<file path="src/rtl/path_query_sequencer_if.sv">
// ============================================================================
// path_query_sequencer_if : driver/network bus seen by the query sequencer
// Revision 1.0
// ============================================================================
`timescale 1ns/1ps
`default_nettype none

interface path_query_sequencer_if #(
   parameter int NUM_PATHS_DW = 32,
   parameter int NUM_QUERIES  = 3,
   parameter int TAG_W        = 12
);
   logic                              i_go;
   logic [2*TAG_W*NUM_QUERIES-1:0]    i_query_tags;
   logic                              i_list_complete;
   logic                              i_reqs_complete;
   logic                              i_stall;
   logic [NUM_PATHS_DW-1:0]           i_num_paths;
   logic                              i_num_paths_vld;
   logic                              o_clear;
   logic [TAG_W-1:0]                  o_node_tag;
   logic                              o_node_tag_vld;
   logic                              o_startnode;
   logic                              o_endnode;
   logic                              o_start_counting;
   logic                              o_busy;
   logic [NUM_PATHS_DW-1:0]           o_product;
   logic                              o_product_vld;
   logic                              o_overflow;

   modport master (
      input  i_go, i_query_tags, i_list_complete, i_reqs_complete,
             i_stall, i_num_paths, i_num_paths_vld,
      output o_clear, o_node_tag, o_node_tag_vld, o_startnode, o_endnode,
             o_start_counting, o_busy, o_product, o_product_vld, o_overflow
   );

   modport slave (
      output i_go, i_query_tags, i_list_complete, i_reqs_complete,
             i_stall, i_num_paths, i_num_paths_vld,
      input  o_clear, o_node_tag, o_node_tag_vld, o_startnode, o_endnode,
             o_start_counting, o_busy, o_product, o_product_vld, o_overflow
   );
endinterface

`default_nettype wire

</file>
<file path="src/rtl/path_query_sequencer.sv">
// ============================================================================
// path_query_sequencer : runs chained (start,end) path queries, multiplies counts
// Revision 1.0
// ============================================================================
`timescale 1ns/1ps
`default_nettype none

module path_query_sequencer #(
   parameter int NUM_PATHS_DW = 32,
   parameter int NUM_QUERIES  = 3,
   parameter int TAG_W        = 12
) (
   input  logic                   clk,
   input  logic                   rst,
   path_query_sequencer_if.master bus
);
   localparam int Q_W = $clog2(NUM_QUERIES + 1);
   localparam logic [Q_W-1:0] LAST_Q = Q_W'(NUM_QUERIES - 1);

   typedef enum logic [2:0] {
      IDLE        = 3'd0,
      CLEAR       = 3'd1,
      SET_END     = 3'd2,
      WAIT_READY  = 3'd3,
      ARM         = 3'd4,
      SEND_START  = 3'd5,
      WAIT_RESULT = 3'd6,
      DONE        = 3'd7
   } state_t;

   state_t                    state;
   state_t                    state_next;
   logic [Q_W-1:0]            q;
   logic [NUM_PATHS_DW-1:0]   acc;
   logic                      ovf;
   logic [TAG_W-1:0]          node_tag;
   logic [2*NUM_PATHS_DW-1:0] full;
   logic [TAG_W-1:0]          start_tag;
   logic [TAG_W-1:0]          end_tag;

   logic                      clear;
   logic                      tag_vld;
   logic                      startnode;
   logic                      endnode;
   logic                      start_counting;
   logic                      busy;
   logic                      product_vld;
   logic [NUM_PATHS_DW-1:0]   product;
   logic                      overflow;

   assign start_tag = bus.i_query_tags[2*TAG_W*int'(q) +: TAG_W];
   assign end_tag   = bus.i_query_tags[2*TAG_W*int'(q) + TAG_W +: TAG_W];
   assign full      = {{NUM_PATHS_DW{1'b0}}, acc} * {{NUM_PATHS_DW{1'b0}}, bus.i_num_paths};

   always_ff @(posedge clk or posedge rst) begin
      if (rst) begin
         state <= IDLE;
      end else begin
         state <= state_next;
      end
   end

   always_comb begin
      state_next     = state;
      clear          = 1'b0;
      tag_vld        = 1'b0;
      startnode      = 1'b0;
      endnode        = 1'b0;
      start_counting = 1'b0;
      busy           = 1'b1;
      product_vld    = 1'b0;
      product        = '0;
      overflow       = 1'b0;
      case (state)
         IDLE: begin
            busy = 1'b0;
            if (bus.i_go) state_next = CLEAR;
         end
         CLEAR: begin
            clear      = 1'b1;
            state_next = SET_END;
         end
         SET_END: begin
            tag_vld = 1'b1;
            endnode = 1'b1;
            if (!bus.i_stall) state_next = WAIT_READY;
         end
         WAIT_READY: begin
            if (bus.i_list_complete && bus.i_reqs_complete) state_next = ARM;
         end
         ARM: begin
            start_counting = 1'b1;
            state_next     = SEND_START;
         end
         SEND_START: begin
            tag_vld   = 1'b1;
            startnode = 1'b1;
            if (!bus.i_stall) state_next = WAIT_RESULT;
         end
         WAIT_RESULT: begin
            if (bus.i_num_paths_vld) state_next = (q == LAST_Q) ? DONE : CLEAR;
         end
         DONE: begin
            product_vld = 1'b1;
            product     = acc;
            overflow    = ovf;
            state_next  = IDLE;
         end
         default: state_next = IDLE;
      endcase
   end

   // Tag is loaded one state ahead so o_node_tag never depends on inputs combinationally.
   always_ff @(posedge clk or posedge rst) begin
      if (rst) begin
         q        <= '0;
         acc      <= NUM_PATHS_DW'(1);
         ovf      <= 1'b0;
         node_tag <= '0;
      end else begin
         case (state)
            IDLE: begin
               if (bus.i_go) begin
                  q   <= '0;
                  acc <= NUM_PATHS_DW'(1);
                  ovf <= 1'b0;
               end
            end
            CLEAR:      node_tag <= end_tag;
            ARM:        node_tag <= start_tag;
            SET_END,
            SEND_START: if (!bus.i_stall) node_tag <= '0;
            WAIT_RESULT: begin
               if (bus.i_num_paths_vld) begin
                  acc <= full[NUM_PATHS_DW-1:0];
                  ovf <= ovf | (|full[2*NUM_PATHS_DW-1:NUM_PATHS_DW]);
                  if (q != LAST_Q) q <= q + 1'b1;
               end
            end
            default: ;
         endcase
      end
   end

   assign bus.o_clear          = clear;
   assign bus.o_node_tag       = node_tag;
   assign bus.o_node_tag_vld   = tag_vld;
   assign bus.o_startnode      = startnode;
   assign bus.o_endnode        = endnode;
   assign bus.o_start_counting = start_counting;
   assign bus.o_busy           = busy;
   assign bus.o_product        = product;
   assign bus.o_product_vld    = product_vld;
   assign bus.o_overflow       = overflow;
endmodule

`default_nettype wire

</file>
<file path="src/flat_wrapper.sv">
// flat-port wrapper written by rule: the top's interface ports become plain ports
module path_query_sequencer_flat 
#(
   parameter int NUM_PATHS_DW = 32,
   parameter int NUM_QUERIES  = 3,
   parameter int TAG_W        = 12
)
  (clk, rst, bus_i_go, bus_i_query_tags, bus_i_list_complete, bus_i_reqs_complete, bus_i_stall, bus_i_num_paths, bus_i_num_paths_vld, bus_o_clear, bus_o_node_tag, bus_o_node_tag_vld, bus_o_startnode, bus_o_endnode, bus_o_start_counting, bus_o_busy, bus_o_product, bus_o_product_vld, bus_o_overflow);
  path_query_sequencer_if #(.NUM_PATHS_DW(NUM_PATHS_DW), .NUM_QUERIES(NUM_QUERIES), .TAG_W(TAG_W)) bus_i ();
  input  logic clk;
  input  logic rst;
  input wire logic [$bits(bus_i.i_go)-1:0] bus_i_go;
  input wire logic [$bits(bus_i.i_query_tags)-1:0] bus_i_query_tags;
  input wire logic [$bits(bus_i.i_list_complete)-1:0] bus_i_list_complete;
  input wire logic [$bits(bus_i.i_reqs_complete)-1:0] bus_i_reqs_complete;
  input wire logic [$bits(bus_i.i_stall)-1:0] bus_i_stall;
  input wire logic [$bits(bus_i.i_num_paths)-1:0] bus_i_num_paths;
  input wire logic [$bits(bus_i.i_num_paths_vld)-1:0] bus_i_num_paths_vld;
  output wire logic [$bits(bus_i.o_clear)-1:0] bus_o_clear;
  output wire logic [$bits(bus_i.o_node_tag)-1:0] bus_o_node_tag;
  output wire logic [$bits(bus_i.o_node_tag_vld)-1:0] bus_o_node_tag_vld;
  output wire logic [$bits(bus_i.o_startnode)-1:0] bus_o_startnode;
  output wire logic [$bits(bus_i.o_endnode)-1:0] bus_o_endnode;
  output wire logic [$bits(bus_i.o_start_counting)-1:0] bus_o_start_counting;
  output wire logic [$bits(bus_i.o_busy)-1:0] bus_o_busy;
  output wire logic [$bits(bus_i.o_product)-1:0] bus_o_product;
  output wire logic [$bits(bus_i.o_product_vld)-1:0] bus_o_product_vld;
  output wire logic [$bits(bus_i.o_overflow)-1:0] bus_o_overflow;
  assign bus_i.i_go = bus_i_go;
  assign bus_i.i_query_tags = bus_i_query_tags;
  assign bus_i.i_list_complete = bus_i_list_complete;
  assign bus_i.i_reqs_complete = bus_i_reqs_complete;
  assign bus_i.i_stall = bus_i_stall;
  assign bus_i.i_num_paths = bus_i_num_paths;
  assign bus_i.i_num_paths_vld = bus_i_num_paths_vld;
  assign bus_o_clear = bus_i.o_clear;
  assign bus_o_node_tag = bus_i.o_node_tag;
  assign bus_o_node_tag_vld = bus_i.o_node_tag_vld;
  assign bus_o_startnode = bus_i.o_startnode;
  assign bus_o_endnode = bus_i.o_endnode;
  assign bus_o_start_counting = bus_i.o_start_counting;
  assign bus_o_busy = bus_i.o_busy;
  assign bus_o_product = bus_i.o_product;
  assign bus_o_product_vld = bus_i.o_product_vld;
  assign bus_o_overflow = bus_i.o_overflow;
  path_query_sequencer #(.NUM_PATHS_DW(NUM_PATHS_DW), .NUM_QUERIES(NUM_QUERIES), .TAG_W(TAG_W)) u_core (.clk(clk), .rst(rst), .bus(bus_i));
endmodule
</file>
<file path="config.mk">
export PLATFORM = sky130hd
export DESIGN_NAME = path_query_sequencer_flat
export DESIGN_NICKNAME = d
export VERILOG_FILES = /design/src/rtl/path_query_sequencer_if.sv /design/src/rtl/path_query_sequencer.sv /design/src/flat_wrapper.sv
export SDC_FILE = /design/constraint.sdc
export NUM_CORES = 2
export LEC_CHECK = 0
export CAP_MARGIN = 15
export CORE_MARGIN = 2
export CORE_UTILIZATION = 40
export CTS_CLUSTER_DIAMETER = 200
export CTS_CLUSTER_SIZE = 10
export DETAILED_ROUTE_END_ITERATION = 8
export GPL_ROUTABILITY_DRIVEN = 0
export GPL_TIMING_DRIVEN = 0
export PLACE_DENSITY_LB_ADDON = 0.12
export SYNTH_ARGS = -nofsm -noshare
export SYNTH_HDL_FRONTEND = slang
export SYNTH_SLANG_ARGS = --single-unit
</file>
<file path="constraint.sdc">
create_clock -name clk -period 9 [get_ports clk]
set_input_delay 1.8 -clock clk [delete_from_list [all_inputs] [get_ports clk]]
set_output_delay 1.8 -clock clk [all_outputs]
set_load 0.02 [all_outputs]
</file>
==> results.cfg <==
[worst_setup_path]
r2r-start = u_core.acc[1]
cp_num_cells = 24
crit_slowest_cell = clkdlybuf4s50_1
r2r_end = u_core.ovf
path_buf_inv = 3
worstPathArrival_ps = 10150
crit_fanout = 10
path_class = in2reg
cpPeakStageDelay_ps = 720
crit_chain = clkdlybuf4s50_1 -> clkbuf_2 -> nand2_1 -> fa_1 -> fa_1 -> fa_1 -> inv_1 -> fa_1 -> fa_1 -> fa_1 -> fa_1 -> ha_2 -> a21oi_1 -> o21ai_0 -> nor3_1 -> o21ai_0 -> o311a_1 -> o2111ai_1 -> a21oi_1 -> or3_2 -> a22oi_1 -> nand4_1 -> nor4_1 -> a31oi_1
cp-start-kind = primary input
r2r_slack_ps = -580
reg2reg_depth = 24
cp-end-kind = flop
worst_ep_required_time_ps = 9160
cp_top_family = adder cells
cp-startpoint = bus_i_num_paths[1]
cpMostUsedCell = fa_1
worstSetupEndpoint = u_core.ovf

[detailed_routing]
wl_met1_um = 60000
num_vias = 28272
post-route-drc-count = 0
maxUsedRoutingLayer = met4
wirelength_um = 137000
antenna_left = 0
post_drt_wl_per_cell_um = 25.8
route.met3.wl_um = 11100
vias_per_cell = 5.33
drt-initial-drc-count = 2278
firstDrtPassIters = 6
met2WireLength_um = 62000

[logic_synthesis]
synth-edff-count = 0
synth.area.top_cells = fa_1 (50%), and2_1 (11%), ha_1 (9.2%), inv_1 (7.9%), nand2_1 (5.5%)
yosys.area.top_type = fa_1
synth_ff_type = dfrtp_1
synth_cell_types = 79
async_flop_share = 1.00
synth_top_area_share = 0.496
synth.most_common_cell = fa_1
ys_ff_latch = 50
synthCells = 3940
synthesis.nets = 5213
ys.warnings.count = 0
synth_seq_area_share = 0.0346
netlist_area_um2 = 36200
syn_avg_cell_area_um2 = 9.18
synth_common_cells = fa_1 (896), inv_1 (757), and2_1 (648)

[global_route]
grt_usage = 0.302
grt_pass1_wl_um = 206000
grt_pass1_vias = 30116
grt_start_max_net_pins = 31
grt_overflow = 0
antenna_found_initial = 9

[worst_hold_path]
hold_path.class = reg2reg
holdCritStartpoint = u_core.bus.o_node_tag[3]

[timing]
holdWs_ps = 513
fin_crit_sh = 1.11
maxSlewViolCount = 0
clock_skew_ps = 8.76
period_needed_ps = 9990
setup_ws_ps = -994
maxSlewHeadroom = 0.149
fmax_ghz = 0.100
tightest_slew_ps = 1280
grt_setup_unrepaired = yes
hold_violations = 0
finalSetupViolCount = 1

[floorplanning]
die_h_um = 305
die_width_um = 305
start_util = 0.403
io_pins = 163
core_um2 = 89900
die-area_um2 = 92900
fp-row-count = 110

[place]
dp_hpwl_um = 120000
port_buffers = 162

[clocking]
clk_pin_slew_ps = 80
cts_htree_levels = 2
tritoncts = done
cts.sinks = 50
cts_root_buffer = clkbuf_16
clock_latency_ps = 310
cts_buffer_depth = 2
numCtsBuffers = 5

[outcome]
outcome = finished, violations left
failed_checks = setup timing

[layout]
final_nets = 5395
multi_input_area_um2 = 31400
register_area_um2 = 1250
post_route_cells_drive_above_1_share = 0.0543
area_growth_syn_to_layout_pct = 11.8
n_fill_cell = 8914

[flow_run]
drv_cap = 0
[cell usage in the layout, fill, tap and decap left out, drive strengths merged, types with 5 or more instances in the layout]
cell type and count:
a211oi 5, a21o 20, a21oi 93, a221oi 14
a22o 7, a31oi 9, and2 648, and3 9
and4 12, buf 32, clkbuf 230, clkdlybuf4s15 15
clkdlybuf4s50 132, dfrtp 49, dlygate4sd2 12, fa 896
ha 266, inv 759, mux2i 17, mux4 12
nand2 531, nand3 12, nand4 24, nor2 48
nor3 13, nor4 5, o211ai 8, o21a 16
o21ai 93, o21bai 7, o22ai 5, o31ai 9
or3 7, xnor2 29, xor2 19
[sequential cells by signal, summed over array words and instances, names as in the netlist]
| signal | count |
|---|---|
| u_core.q | 2 |
| u_core.acc | 32 |
| u_core.ovf | 1 |
| u_core.state | 3 |
| u_core.bus.o_node_tag | 12 |
[metal layers]
layer / vias up / track usage
met5: - / 0
met3: 136 / 0.0469
met1: 14846 / 0.435
li1: 12143 / -
met4: 0 / 0.0640
met2: 1147 / 0.483
[stage by stage]
stage | cell area [um^2] | util | instances | setup WS [ps] | TNS [ps]
3_5_place_dp | 39500 | 0.439 | 5281 | -2980 | -11660
2_1_floorplan | 36300 | - | 3940 | 2.34 | 0
4_1_cts | 40400 | 0.449 | 5297 | -940 | -940
5_1_grt | 40400 | 0.450 | 5299 | -1290 | -1290
6_report | 40400 | 0.450 | 5300 | -994 | -994
3_3_place_gp | 39400 | 0.439 | 5278 | -3070 | -11690
[worst register-to-register path, stage by stage, from the launching register on]
cell	delay, ps
dfrtp_1	820
clkbuf_1	1000
nand2_1	190
fa_1	530
fa_1	490
inv_1	50
fa_1	530
fa_1	490
fa_1	580
fa_1	450
fa_1	610
fa_1	530
ha_4	290
a21oi_1	220
o21ai_1	170
a21oi_2	210
mux2i_1	110
or4_1	420
or4_1	550
a2111oi_2	330
nand4_1	140
nor4_2	220
nand4_1	130
nor4_1	180
a31oi_1	180
[repair_timing]
| action | 4_1_cts | 5_1_grt |
|---|---|---|
| endpoints found under the setup margin | 11 | 2 |
| buffers inserted | 12 | 0 |
| hold buffers | 0 | 0 |
| gates resized for setup | 288 | 2 |
| pin swaps | 7 | 0 |
[logic make-up (layout without fill, tap and decap cells)]
logic type | after synthesis | in the layout | share of synthesized area
other | 0 | 1 | 0
AOI/OAI and AO/OA | 322 | 322 | 0.0571
xor gates and xnor gates | 48 | 48 | 0.0116
and+or+nand+nor | 1328 | 1328 | 0.191
buffers and inverters | 999 | 1182 | 0.105
DFF | 50 | 50 | 0.0346
adders and majority gates | 1162 | 1162 | 0.588
muxes | 31 | 31 | 0.0128
[area by class of cell]
class,count,share of cell area
multi-input cells,2891,0.776
flip-flops and latches,50,0.0310
clock inverters,3,0.00118
plain buffers,237,0.0376
repair buffers,179,0.0443
well taps,1176,0.0364
clock buffers,5,0.00309
diodes,1,0.0000619
inverters,758,0.0704
[worst min path at each step]
stage	end	cells past startpoint
after floorplan	u_core.acc[1]	1
after global placement	u_core.bus.o_node_tag[0]	2
after detailed placement	u_core.bus.o_node_tag[3]	2
after CTS	u_core.bus.o_node_tag[3]	2
after global routing	u_core.bus.o_node_tag[6]	2
final	u_core.bus.o_node_tag[3]	2
Power is left out: the tool's default activity adds up to more than one toggle a clock period on the data nets, which glitch-free logic cannot reach.
